==> src/rtl/display_pkg.sv <==
`default_nettype none
// ============================================================================
//  Module : display_pkg
//  Brief  : Shared constants, state encoding and helpers for the four-digit
//           seven-segment display scheduler.
//  Rev    : 1.0  initial release
// ============================================================================
//  Contents
//    AN_OFF      all anodes off (active-low)
//    SEG_BLANK   all segments off (active-low)
//    NUM_DIGITS  number of display digits
//    LAST_DIGIT  index of the last digit scanned in a frame
//    ST_GUARD /
//    ST_SHOW     scan state encoding, wrapped by state_t
//    an_select() one-hot-low anode pattern for a digit index
// ============================================================================
package display_pkg;

  localparam logic [3:0] AN_OFF     = 4'hF;
  localparam logic [6:0] SEG_BLANK  = 7'h7F;
  localparam int         NUM_DIGITS = 4;
  localparam logic [1:0] LAST_DIGIT = 2'(NUM_DIGITS - 1);

  localparam logic ST_GUARD = 1'b0;
  localparam logic ST_SHOW  = 1'b1;

  typedef enum logic {
    S_GUARD = ST_GUARD,
    S_SHOW  = ST_SHOW
  } state_t;

  // Anode pattern that lights only digit d (active-low).
  function automatic logic [3:0] an_select(input logic [1:0] d);
    logic [3:0] one_hot;
    one_hot   = 4'b0001 << d;
    an_select = ~one_hot;
  endfunction

endpackage
`default_nettype wire

==> src/rtl/hex7seg.sv <==
`default_nettype none
// ============================================================================
//  Module : hex7seg
//  Brief  : Combinational hex-nibble to seven-segment decoder, full 0-F,
//           active-low outputs ordered {g,f,e,d,c,b,a}.
//  Rev    : 1.0  initial release
// ============================================================================
//  Ports
//    nibble  in   4  hex digit to decode
//    seg     out  7  active-low segment pattern {g,f,e,d,c,b,a}
// ============================================================================
module hex7seg
  import display_pkg::*;
(
  input  logic [3:0] nibble,
  output logic [6:0] seg
);

  always_comb begin
    seg = SEG_BLANK;
    case (nibble)
      4'h0: seg = 7'h40;
      4'h1: seg = 7'h79;
      4'h2: seg = 7'h24;
      4'h3: seg = 7'h30;
      4'h4: seg = 7'h19;
      4'h5: seg = 7'h12;
      4'h6: seg = 7'h02;
      4'h7: seg = 7'h78;
      4'h8: seg = 7'h00;
      4'h9: seg = 7'h10;
      4'hA: seg = 7'h08;
      4'hB: seg = 7'h03;
      4'hC: seg = 7'h46;
      4'hD: seg = 7'h21;
      4'hE: seg = 7'h06;
      4'hF: seg = 7'h0E;
      default: seg = SEG_BLANK;
    endcase
  end

endmodule
`default_nettype wire

==> src/rtl/seg_display_scheduler.sv <==
`default_nettype none
// ============================================================================
//  Module : seg_display_scheduler
//  Brief  : Time-multiplexes a 16-bit value (four hex digits) onto a
//           four-digit seven-segment display. The value is double-buffered
//           and only swapped at a frame boundary, and every digit slot is
//           preceded by an all-anodes-off guard interval against ghosting.
//  Rev    : 1.0  initial release
// ============================================================================
//  Parameters
//    ON_CYCLES     clkin cycles a digit's anode is driven per slot (>=1)
//    GUARD_CYCLES  clkin cycles all anodes are off before each slot (>=1)
//  Ports
//    clkin       in   1   system clock
//    rst_n       in   1   asynchronous active-low reset
//    data_in     in   16  value to display, digit i = data_in[4i+3:4i]
//    load        in   1   strobe: capture data_in into the shadow register
//    dig_en      in   4   per-digit enable (0 keeps that anode off)
//    dp_in       in   4   per-digit decimal point, active-high
//    blank       in   1   forces all anodes off, sequencing continues
//    seg         out  7   segment cathodes, active-low {g,f,e,d,c,b,a}
//    an          out  4   digit anodes, active-low
//    dp          out  1   decimal-point cathode, active-low
//    frame_tick  out  1   pulse the cycle after each frame boundary
//    load_ack    out  1   pulse the cycle after a shadow->active transfer
// ============================================================================
module seg_display_scheduler
  import display_pkg::*;
#(
  parameter int ON_CYCLES    = 25000,
  parameter int GUARD_CYCLES = 1000
) (
  input  logic        clkin,
  input  logic        rst_n,
  input  logic [15:0] data_in,
  input  logic        load,
  input  logic [3:0]  dig_en,
  input  logic [3:0]  dp_in,
  input  logic        blank,
  output logic [6:0]  seg,
  output logic [3:0]  an,
  output logic        dp,
  output logic        frame_tick,
  output logic        load_ack
);

  localparam int MAX_CYCLES = (ON_CYCLES > GUARD_CYCLES) ? ON_CYCLES : GUARD_CYCLES;
  // A one-cycle maximum would give a zero-width counter; keep at least one bit.
  localparam int CNT_W      = (MAX_CYCLES > 1) ? $clog2(MAX_CYCLES) : 1;

  localparam logic [CNT_W-1:0] ON_LAST    = CNT_W'(ON_CYCLES - 1);
  localparam logic [CNT_W-1:0] GUARD_LAST = CNT_W'(GUARD_CYCLES - 1);
  localparam logic [CNT_W-1:0] CNT_ONE    = CNT_W'(1);

  // Scan sequencing
  state_t           state;
  logic [CNT_W-1:0] cnt;
  logic [1:0]       digit;

  // Double-buffered display value
  logic [15:0]      shadow;
  logic [15:0]      active;
  logic             pending;

  // Combinational helpers
  logic [3:0]       nibble;
  logic [6:0]       seg_dec;
  logic             guard_end;
  logic             show_end;
  logic             boundary;
  logic             digit_on;

  always_comb begin
    nibble    = active[{digit, 2'b00} +: 4];
    guard_end = (state == S_GUARD) && (cnt == GUARD_LAST);
    show_end  = (state == S_SHOW)  && (cnt == ON_LAST);
    // The frame ends on the last SHOW cycle of the final digit.
    boundary  = show_end && (digit == LAST_DIGIT);
    digit_on  = (state == S_SHOW) && dig_en[digit] && !blank;
  end

  hex7seg u_hex7seg (
    .nibble (nibble),
    .seg    (seg_dec)
  );

  always_ff @(posedge clkin or negedge rst_n) begin
    if (!rst_n) begin
      state      <= S_GUARD;
      cnt        <= '0;
      digit      <= 2'd0;
      shadow     <= 16'h0000;
      active     <= 16'h0000;
      pending    <= 1'b0;
      an         <= AN_OFF;
      seg        <= SEG_BLANK;
      dp         <= 1'b1;
      frame_tick <= 1'b0;
      load_ack   <= 1'b0;
    end else begin
      // Slot sequencing: counter restarts on every state change.
      case (state)
        S_GUARD: begin
          if (guard_end) begin
            state <= S_SHOW;
            cnt   <= '0;
          end else begin
            cnt <= cnt + CNT_ONE;
          end
        end
        S_SHOW: begin
          if (show_end) begin
            state <= S_GUARD;
            cnt   <= '0;
            digit <= digit + 2'd1;
          end else begin
            cnt <= cnt + CNT_ONE;
          end
        end
        default: begin
          state <= S_GUARD;
          cnt   <= '0;
        end
      endcase

      // Buffer transfer. A load landing on the boundary cycle goes straight
      // to the active register so it is not deferred by a whole frame.
      if (boundary) begin
        pending <= 1'b0;
        if (load) begin
          shadow <= data_in;
          active <= data_in;
        end else if (pending) begin
          active <= shadow;
        end
      end else if (load) begin
        shadow  <= data_in;
        pending <= 1'b1;
      end

      frame_tick <= boundary;
      load_ack   <= boundary && (load || pending);

      // Outputs follow the current state/digit one cycle later; all three
      // are blanked together whenever no anode is driven.
      an  <= digit_on ? an_select(digit) : AN_OFF;
      seg <= digit_on ? seg_dec : SEG_BLANK;
      dp  <= digit_on ? ~dp_in[digit] : 1'b1;
    end
  end

endmodule
`default_nettype wire
==> config.mk <==
export PLATFORM = sky130hd
export DESIGN_NAME = seg_display_scheduler
export DESIGN_NICKNAME = d
export VERILOG_FILES = /design/src/rtl/display_pkg.sv /design/src/rtl/hex7seg.sv /design/src/rtl/seg_display_scheduler.sv
export SDC_FILE = /design/constraint.sdc
export NUM_CORES = 1
export LEC_CHECK = 0
export BUFFER_PORTS_ARGS = -buffer_cell sky130_fd_sc_hd__buf_2
export CAP_MARGIN = 25
export CORE_MARGIN = 2
export CORE_UTILIZATION = 50
export DETAILED_ROUTE_END_ITERATION = 8
export GPL_ROUTABILITY_DRIVEN = 1
export PLACE_DENSITY = 0.71
export SLEW_MARGIN = 20
export SYNTH_ARGS = -nofsm -noshare
export SYNTH_HDL_FRONTEND = slang
export SYNTH_SLANG_ARGS = --single-unit
==> constraint.sdc <==
create_clock -name clkin -period 4.05 [get_ports clkin]
set_input_delay 0.6075 -clock clkin [delete_from_list [all_inputs] [get_ports clkin]]
set_output_delay 0.6075 -clock clkin [all_outputs]
set_load 0.03 [all_outputs]
==> flow_summary_export.csv <==
group,metric,value,unit
routing,drcViolationCount,0,
routing,ant_nets,0,
routing,vias,1800,
run,maxCapViolCount,0,
setup_path,critical_path_class,"reg2reg",
power,p_leak,1.53,nW
floorplan,coreArea,5610,sq um
cells_and_area,n_fill_cell,472,
setup_path,endpoint_kind,"register",
routing,wirelength,4990,microns
timing,fin_ws,1.48,ns
cts,clkSinkCount,65,
place,io_buffers,41,
floorplan,fp.dieArea,6530,sq um
power,powerDensity,369,nW/um^2
global_routing,grt_pass1_wl,8410,microns
cts,cts_tree,"done",
run_status,status,"complete, no violations",
setup_path,path_max_fanout,17,
power,total_power,1.25,mW
synth,ys.flop_type,"dfrtp_1",
timing,finalMaxSlewViolations,0,
setup_path,cp_num_cells,4,
synth,post-synth-top-count-cell,"dfrtp_1",
global_routing,grt_use_total,17.4,%
synth,synth_largest_area_cell,"dfrtp_1",
cts,cts_hold_repair.buffers,0,
place,detailed_place_hpwl,3550,microns
setup_path,crit_buf_inv,0,
timing,rsz0062_at_grt,"no",
floorplan,std_cell_rows,27,
setup_path,cpLargestDelayFamily,"simple AND/OR/NAND/NOR gates",
floorplan,pin_count,42,
place,gp_congestion,0.824,
cts,cts_resized,0,
setup_path,start_kind,"register",
timing,setup-tns-final,0,ns
synth,synthCells,217,
cells_and_area,synthToLayoutAreaGrowth,15.2,%
routing,first_iter_violations,107,
power,ir_drop,0.303,mV
synth,syn_nets,256,
synth,yosys-top-cells-area,"dfrtp_1 45%, dfstp_2 11%, mux2_2 9.6%",
global_routing,grt-ovfl-total,0,
synth,mappedNetlistArea,2950,sq um
routing,wl_per_cell,14.7,microns
routing,avgViaCountPerCell,5.31,
timing,fin_worst_skew,0.00619,ns
timing,setup_viol,0,
synth,ys_seq_area_share,55.7,%
floorplan,die_x,80.8,microns
hold_path,hp-class,"in2async",
cts,ctsLongestPathBuffers,2,
routing,drt_pass1_iterations,4,
cts,cts_buffers,9,
setup_path,arrival,2.79,ns
cts,root_buffer,"clkbuf_8",
timing,timing.final.crit_share,63.4,%
floorplan,initial_core_util,52.6,%
global_routing,grt_max_degree,37,
cts,post_cts_buffers,0,
cells_and_area,fin_area,3400,sq um
synth,synth_edf_count,0,
synth,async_flop_share,100,%
cells_and_area,drive_gt1_share,42.3,%
timing,finalHoldViolCount,0,
timing,period_minus_slack,2.57,ns
cells_and_area,layout.nets,301,
setup_path,r2r.worst_path.cells,4,
setup_path,worstPathCellList,"nand4_1, or4b_4, or4b_1, mux2_4",
setup_path,cpMaxStageDelayCell,"or4b_1",
synth,yosysTopAreaCellShare,45.0,%
global_routing,grt_pass1_vias,1767,
global_routing,antenna_found_initial,0,
synth,synthTopCellsByCount,"53 x dfrtp_1, 25 x mux2_2, 12 x dfstp_2, 12 x nand2_1",
synth,ys_ff_latch,65,
setup_path,r2r_slack,1.48,ns
synth,postSynthAreaPerCell,13.6,sq um
setup_path,crit_path_max_incr_delay,0.90,ns
cells_and_area,utilization,60.6,%
floorplan,die_h,80.8,microns
synth,yosys_warnings,0,
cts,clk_pin_slew,0.07,ns
timing,slew_headroom,40.5,%
timing,timing.fmax,389,MHz
cts,clk_latency,0.34,ns
timing,tightest_slew,0.893,ns
synth,synth.distinct_cells,37,
cts,htree_levels,3,
setup_path,crit_required,4.27,ns
place,placed_area,3200,sq um
cells_and_area,antenna_cells,0,
place,post-place-ws,1.45,ns
-- metrics by stage --
step	hold slack (ns)	std cells
2_1_floorplan	0.312	217
3_3_place_gp	0.442	323
3_5_place_dp	0.461	323
4_1_cts	0.289	339
5_1_grt	0.335	339
6_report	0.285	339
-- worst register-to-register path, delay by kind of cell, from the launching register on --
family | cells | cell delay [ns]
simple gates | 3 | 1.57
flops | 1 | 0.44
mux | 1 | 0.44
-- worst paths after layout --
| path | startpoint | endpoint |
|---|---|---|
| min in group clkin | cnt[0] | cnt[0] |
| max in group asynchronous | rst_n | dp |
| setup / recovery | cnt[7] | active[11] |
| setup reg to reg | cnt[7] | active[11] |
| hold reg to reg | cnt[0] | cnt[0] |
| hold / removal | rst_n | shadow[15] |
-- placed cells by master (no fill, tap or decap), types with 4 or more instances in the layout --
master    synthesis  final
a21oi_1           6      6
buf_2             1     41
clkbuf_8          0      9
dfrtp_1          53     53
dfstp_2          12     12
ha_1             11     11
inv_1             8      8
mux2_2           25     25
mux2_4            9      9
mux4_2            7      7
nand2_1          12     12
nand3_1           7      7
nor2_1           11     11
o21ai_0           4      4
o221ai_1          4      4
xnor2_1           6      6
xor2_1            6      6
-- power breakdown --
group	leakage [nW]	total, mW	internal (mW)	switching (mW)
logic	0.631	0.0528	0.0259	0.0269
registers	0.811	0.669	0.665	0.00342
clock network	0.0912	0.533	0.282	0.251
-- per-layer routing --
layer  global-route usage, %  up-vias  part of all wire, %
met1                    24.0      885                   48
met2                    25.6       45                   45
met5                       0        -                    0
met3                    4.22        9                  4.8
li1                        -      861                    -
met4                    9.49        0                  2.0
-- flip-flops by register name, summed over array words and instances (netlist names) --
signal      count
digit           2
shadow         16
pending         1
load_ack        1
dp              1
seg             7
cnt            15
frame_tick      1
state           1
active         16
an              4
-- cells by family (layout without fill, tap and decap cells) --
kind of cell / count (synthesis) / after routing / share of synthesized area (%)
compound gates: 17 / 17 / 3.65
xor+xnor: 12 / 12 / 3.57
fa+ha+maj: 11 / 11 / 4.67
buf+inv: 16 / 66 / 2.72
flops: 65 / 65 / 55.7
mux: 42 / 42 / 19.8
simple gates: 54 / 54 / 9.89
-- layout make-up --
type | instances | area [sq um] | area share (%)
Inverter | 8 | 30.0 | 0.884
Multi-Input combinational cell | 136 | 1230 | 36.1
Clock buffer | 9 | 124 | 3.65
Sequential cell | 65 | 1640 | 48.3
Tap cell | 72 | 90.1 | 2.65
Clock inverter | 7 | 71.3 | 2.10
Timing Repair Buffer | 42 | 213 | 6.26
Power figures use the tool's default switching activity.
